File: src/rtl/lock_pkg.sv
// Shared types and constants for the code-entry lock: FSM state encoding,
// BCD digit geometry and the digit-increment helper.
package lock_pkg;

    localparam int DIGIT_W    = 4;
    localparam int NUM_DIGITS = 4;

    typedef enum logic [1:0] {
        ST_ENTRY   = 2'd0,
        ST_CHECK   = 2'd1,
        ST_OPEN    = 2'd2,
        ST_LOCKOUT = 2'd3
    } state_t;

    // BCD increment: 9 (or any out-of-range value) wraps to 0.
    function automatic logic [DIGIT_W-1:0] bcd_inc(input logic [DIGIT_W-1:0] d);
        return (d >= DIGIT_W'(9)) ? '0 : d + DIGIT_W'(1);
    endfunction

endpackage

File: src/rtl/sync_edge.sv
// Two-flop synchroniser plus edge detector for the asynchronous count-enable
// toggle; rise/fall are single-cycle pulses on the synchronised value.
module sync_edge (
    input  logic clk_in,
    input  logic rst_n,
    input  logic i_din,
    output logic rise,
    output logic fall
);

    logic       r_sync1;
    logic       r_sync2;
    logic       r_prev;
    logic [2:0] r_fill;

    always_ff @(posedge clk_in or negedge rst_n) begin
        if (!rst_n) begin
            r_sync1 <= 1'b0;
            r_sync2 <= 1'b0;
            r_prev  <= 1'b0;
            r_fill  <= 3'b000;
        end else begin
            r_sync1 <= i_din;
            r_sync2 <= r_sync1;
            r_prev  <= r_sync2;
            r_fill  <= {r_fill[1:0], 1'b1};
        end
    end

    // Edges are only trusted once the history holds a real sampled level, so an
    // input already high when reset is released does not look like a press.
    assign rise = r_fill[2] &  r_sync2 & ~r_prev;
    assign fall = r_fill[2] & ~r_sync2 &  r_prev;

endmodule

File: src/rtl/code_entry.sv
// Four-digit BCD combination lock: digits are dialled by holding the count
// enable, checked against CODE, and repeated failures trigger a lockout.
module code_entry
    import lock_pkg::*;
#(
    parameter int          TICK_DIV       = 50_000_000,
    parameter logic [15:0] CODE           = 16'h1234,
    parameter int          MAX_FAILS      = 3,
    parameter int          OPEN_CYCLES    = 500_000_000,
    parameter int          LOCKOUT_CYCLES = 1_000_000_000
) (
    input  logic       clk_in,
    input  logic       rst_n,
    input  logic       enb_cnt,
    output logic       enb_lock,
    output logic       disable_cnt,
    output logic [3:0] digit,
    output logic [1:0] digit_idx,
    output logic       unlocked
);

    localparam int MAX_DUR = (OPEN_CYCLES > LOCKOUT_CYCLES) ? OPEN_CYCLES : LOCKOUT_CYCLES;
    localparam int DUR_W   = $clog2(MAX_DUR + 1);
    localparam int PRESC_W = $clog2(TICK_DIV + 1);
    localparam int FAIL_W  = $clog2(MAX_FAILS + 1);
    localparam int CODE_W  = DIGIT_W * NUM_DIGITS;

    localparam logic [PRESC_W-1:0] PRESC_LAST = PRESC_W'(TICK_DIV - 1);
    localparam logic [DUR_W-1:0]   OPEN_LAST  = DUR_W'(OPEN_CYCLES - 1);
    localparam logic [DUR_W-1:0]   LOCK_LAST  = DUR_W'(LOCKOUT_CYCLES - 1);
    localparam logic [1:0]         IDX_LAST   = 2'(NUM_DIGITS - 1);

    state_t               r_state;
    logic                 r_counting;
    logic [PRESC_W-1:0]   r_presc;
    logic [DIGIT_W-1:0]   r_digit;
    logic [1:0]           r_idx;
    logic [CODE_W-1:0]    r_code;
    logic [FAIL_W-1:0]    r_fails;
    logic [DUR_W-1:0]     r_dur;

    logic                 w_rise;
    logic                 w_fall;

    sync_edge u_sync_edge (
        .clk_in (clk_in),
        .rst_n  (rst_n),
        .i_din  (enb_cnt),
        .rise   (w_rise),
        .fall   (w_fall)
    );

    always_ff @(posedge clk_in or negedge rst_n) begin
        if (!rst_n) begin
            r_state    <= ST_ENTRY;
            r_counting <= 1'b0;
            r_presc    <= '0;
            r_digit    <= '0;
            r_idx      <= '0;
            r_code     <= '0;
            r_fails    <= '0;
            r_dur      <= '0;
        end else begin
            case (r_state)
                ST_ENTRY: begin
                    if (w_rise) begin
                        r_counting <= 1'b1;
                        r_presc    <= '0;
                    end else if (r_counting) begin
                        if (r_presc == PRESC_LAST) begin
                            r_presc <= '0;
                            r_digit <= bcd_inc(r_digit);
                        end else begin
                            r_presc <= r_presc + PRESC_W'(1);
                        end
                    end
                    // Slot 0 lives in the top nibble, so slot i sits at bit (3-i)*4.
                    if (w_fall && r_counting) begin
                        r_code[{~r_idx, 2'b00} +: DIGIT_W] <= r_digit;
                        r_counting <= 1'b0;
                        r_presc    <= '0;
                        r_digit    <= '0;
                        r_idx      <= r_idx + 2'd1;
                        if (r_idx == IDX_LAST) begin
                            r_state <= ST_CHECK;
                        end
                    end
                end

                ST_CHECK: begin
                    // Every path back to ENTRY passes through here, so the
                    // entry context is wiped once, after the comparison.
                    r_code     <= '0;
                    r_idx      <= '0;
                    r_digit    <= '0;
                    r_counting <= 1'b0;
                    r_presc    <= '0;
                    r_dur      <= '0;
                    if (r_code == CODE) begin
                        r_state <= ST_OPEN;
                        r_fails <= '0;
                    end else if (int'(r_fails) + 1 >= MAX_FAILS) begin
                        r_state <= ST_LOCKOUT;
                        r_fails <= '0;
                    end else begin
                        r_state <= ST_ENTRY;
                        r_fails <= r_fails + FAIL_W'(1);
                    end
                end

                ST_OPEN: begin
                    if (r_dur == OPEN_LAST) begin
                        r_state <= ST_ENTRY;
                        r_dur   <= '0;
                    end else begin
                        r_dur <= r_dur + DUR_W'(1);
                    end
                end

                ST_LOCKOUT: begin
                    if (r_dur == LOCK_LAST) begin
                        r_state <= ST_ENTRY;
                        r_dur   <= '0;
                    end else begin
                        r_dur <= r_dur + DUR_W'(1);
                    end
                end

                default: begin
                    r_state <= ST_ENTRY;
                end
            endcase
        end
    end

    assign enb_lock    = (r_state == ST_ENTRY);
    assign disable_cnt = (r_state == ST_LOCKOUT);
    assign unlocked    = (r_state == ST_OPEN);
    assign digit       = r_digit;
    assign digit_idx   = r_idx;

endmodule
File: config.mk
export PLATFORM = sky130hd
export DESIGN_NAME = code_entry
export DESIGN_NICKNAME = d
export VERILOG_FILES = /design/src/rtl/lock_pkg.sv /design/src/rtl/sync_edge.sv /design/src/rtl/code_entry.sv
export SDC_FILE = /design/constraint.sdc
export NUM_CORES = 1
export LEC_CHECK = 0
export BUFFER_PORTS_ARGS = -buffer_cell sky130_fd_sc_hd__buf_4
export CORE_UTILIZATION = 49
export CTS_CLUSTER_DIAMETER = 40
export DETAILED_ROUTE_END_ITERATION = 16
export PLACE_DENSITY = 0.69
export RECOVER_POWER = 25
export SLEW_MARGIN = 5
export SYNTH_ARGS = -nofsm -noshare
export SYNTH_HDL_FRONTEND = slang
export SYNTH_SLANG_ARGS = --single-unit
File: constraint.sdc
create_clock -name clk_in -period 2.75 [get_ports clk_in]
set_input_delay 0.1375 -clock clk_in [delete_from_list [all_inputs] [get_ports clk_in]]
set_output_delay 0.1375 -clock clk_in [all_outputs]
set_load 0.02 [all_outputs]
==> results.toml <==
[status]
outcome = "completed"

[critical_path]
cp_cell_sequence = "or4_1, nor3_2, nand4_2, a2111oi_0, o32a_2"
critPathTopFamily = "simple AND/OR/NAND/NOR gates"
crit_buf_inv = 0
critPathArrivalTime_ns = 2.63
critPathLaunch = "r_presc[11]"
cp_slowest_cell = "a2111oi_0"
crit_path_end_kind = "flip-flop"
path_class = "flip-flop to flip-flop"
crit_fanout = 12
cpPeakStageDelay_ns = 0.55
cp.required_ns = 3.06
reg2reg_from = "r_presc[11]"
crit_path_start_kind = "flip-flop"

[clock_network]
clk_pin_slew_worst_paths_ns = 0.09
cts_made_buffers = 9
cts_tree = "done"
cts.path.max_buffers = 2
htreeDepth = 3
cts_num_sinks = 89
cts_root_buf = "clkbuf_8"
clkLatencyLatePin_ns = 0.37
ctsResizeCount = 0

[global_route]
grt_max_degree = 49
use_met2_pct = 36.0
grt_util_met3_pct = 3.16
globalRouteOverflowTotal = 0
grt_pass1_vias = 3584
grt_antenna_before_repair = 0
busiest_layer = "met2"
grt.total_usage_pct = 22.4
grt_first_pass_wirelength_mm = 17.5
grtUsageMet1_pct = 31.0

[drt]
wire_per_inst_um = 15.8
drtIter0Drc = 148
first_pass_iters = 4
vias = 3731
drcViolationCount = 0
drt_wl_total_mm = 10.1
detail-route-antenna-nets = 0
routed_via_density = 5.81

[pwr]
finalPower_w = 0.00384
pwr-share-comb_pct = 28.9
peakVddDrop_mv = 0.349
powerDensity_mw_per_mm2 = 744
seqPwrFrac_pct = 43.5
sw_frac_of_total_pct = 36.9
p_switching_w = 0.00142
power_frac_clock_pct = 27.6
internal-power_w = 0.00242
p_leak_nw = 2.27

[layout]
layout.nets = 538
area_growth_pct = 11.0
antenna_cells = 0
fin_cells = 642
postLayoutCoreUtil_pct = 56.1
drive_gt1_share_pct = 10.4

[synthesis]
synth_area_per_cell_um2 = 9.27
synth_largest_area_cell = "dfrtp_1"
yosys_register_bits = 89
synth_enable_flop_cells = 0
ys_warn_count = 0
synthDistinctLibCells = 56
ys_top_cells_by_count = "dfrtp_1 (89), nor2_1 (68), nand2_1 (55), nand3_1 (42), xor2_1 (34)"
yosys-top-cells-area = "dfrtp_1 (48%), xor2_1 (6.4%), nor2_1 (5.5%)"
async_reset_ff_share_pct = 100
synthCells = 501
synth.top_cell.area_share_pct = 47.9
synth_ff_type = "dfrtp_1"
synth_nets = 513
seq_area_frac_synth_pct = 47.9
mappedNetlistArea_mm2 = 0.00465
yosysMostFrequentCell = "dfrtp_1"

[die]
die_h_um = 99.4
ios = 12
num_rows = 35
die_w_um = 99.4
core-area_mm2 = 0.00920
initial_core_util_pct = 50.5
die_area_mm2 = 0.00987

[timing]
fin_worst_skew_ns = 0.0193
slew_headroom_pct = 21.4
tightest_slew_ns = 1.18
finalSetupTns_ns = 0
finalCriticalPeriod_ns = 2.32
hold_violations = 0
setup_ws_ns = 0.427
drv_slew = 0
rsz0062_at_grt = "no"
finalSetupViolCount = 0
period_share_pct = 84.5
max_freq_mhz = 430

[placed_design]
preCtsSetupSlack_ns = 0.464
place_inst = 624
dpl.hpwl_mm = 6.76
port_buffers = 11
place_congestion = 0.840

[run]
maxCapViolCount = 0

[hold_path]
min_from = "u_sync_edge.r_fill[0]"
hold_path.class = "flip-flop to flip-flop"
state kept, by name (all words and copies together), names as in the netlist, 2 cells and up:
name,count
digit,4
digit_idx,2
r_code,16
r_dur,30
r_fails,2
r_presc,26
r_state,2
u_sync_edge.r_fill,3
repair_timing:
item	in CTS	in global routing
hold buffers	2	0
hold endpoints to repair	47	0
setup buffers	0	0
layout by cell type (no fill, tap or decap), drive strengths merged, types with 5 or more instances in the layout:
cell type,n
dfrtp,89
nor2,68
nand2,55
nand3,42
xor2,34
o21ai,32
buf,24
inv,22
nand4,21
clkbuf,13
nor3,11
a21oi,11
xnor2,10
ha,9
and3,7
nor4,7
and4,6
a31oi,5
a21o,5
path summary, 6_finish.rpt:
kind / endpoint / slack, ns / cells past startpoint
max in group asynchronous: r_presc[14] / 1.27 / 3
min in group asynchronous: r_code[0] / 0.53 / 2
setup / recovery: digit[3] / 0.43 / 5
setup reg to reg: digit[3] / 0.43 / 5
hold reg to reg: u_sync_edge.r_fill[1] / 0.36 / 0
hold / removal: u_sync_edge.r_fill[1] / 0.36 / 0
cell families (layout without fill, tap and decap cells):
| group | Yosys count | count (layout) | synth area share (%) |
|---|---|---|---|
| AO/OA/AOI/OAI | 73 | 73 | 10.2 |
| XOR/XNOR | 44 | 44 | 8.30 |
| adder cells (fa/ha/maj) | 9 | 9 | 2.42 |
| buffers and inverters | 35 | 65 | 3.34 |
| flip-flops | 89 | 89 | 47.9 |
| multiplexers | 4 | 4 | 0.862 |
| other | 1 | 1 | 0.0807 |
| AND/OR/NAND/NOR | 246 | 246 | 26.9 |
worst register-to-register path, cell delays in order (launching register included):
cell,delay [ns]
dfrtp_1,0.43
or4_1,0.54
nor3_2,0.20
nand4_2,0.30
a2111oi_0,0.55
o32a_2,0.24
metal layers:
metal | share of wire, % | wire length (um)
met1 | 48 | 4910
met5 | 0 | 0
met2 | 47 | 4760
met4 | 1.4 | 137
met3 | 3.2 | 321
cell type report:
class	count	area, um2
clock buffer	11	151
clock inverter	5	86.3
fill	805	4040
inverter	21	78.8
multi-input combinational	377	2260
sequential	89	2230
tap	111	139
timing repair buffer	28	213
per-stage QoR:
step | hold slack (ns) | area [um2]
after floorplan | -0.158 | 4650
after global placement | 0.186 | 4900
after detailed placement | 0.196 | 4900
after CTS | 0.342 | 5160
after global routing | 0.375 | 5160
final | 0.356 | 5160
power groups by stage:
stage / combinational, W / sequential, W / clock, W
2_1_floorplan: 0.000729 / 0.00165 / 0
3_3_place_gp: 0.00106 / 0.00168 / 0
3_5_place_dp: 0.00110 / 0.00169 / 0
4_1_cts: 0.00111 / 0.00167 / 0.00108
5_1_grt: 0.00124 / 0.00169 / 0.00112
6_report: 0.00111 / 0.00167 / 0.00106
Note: power is estimated with default switching activity, not from simulation.
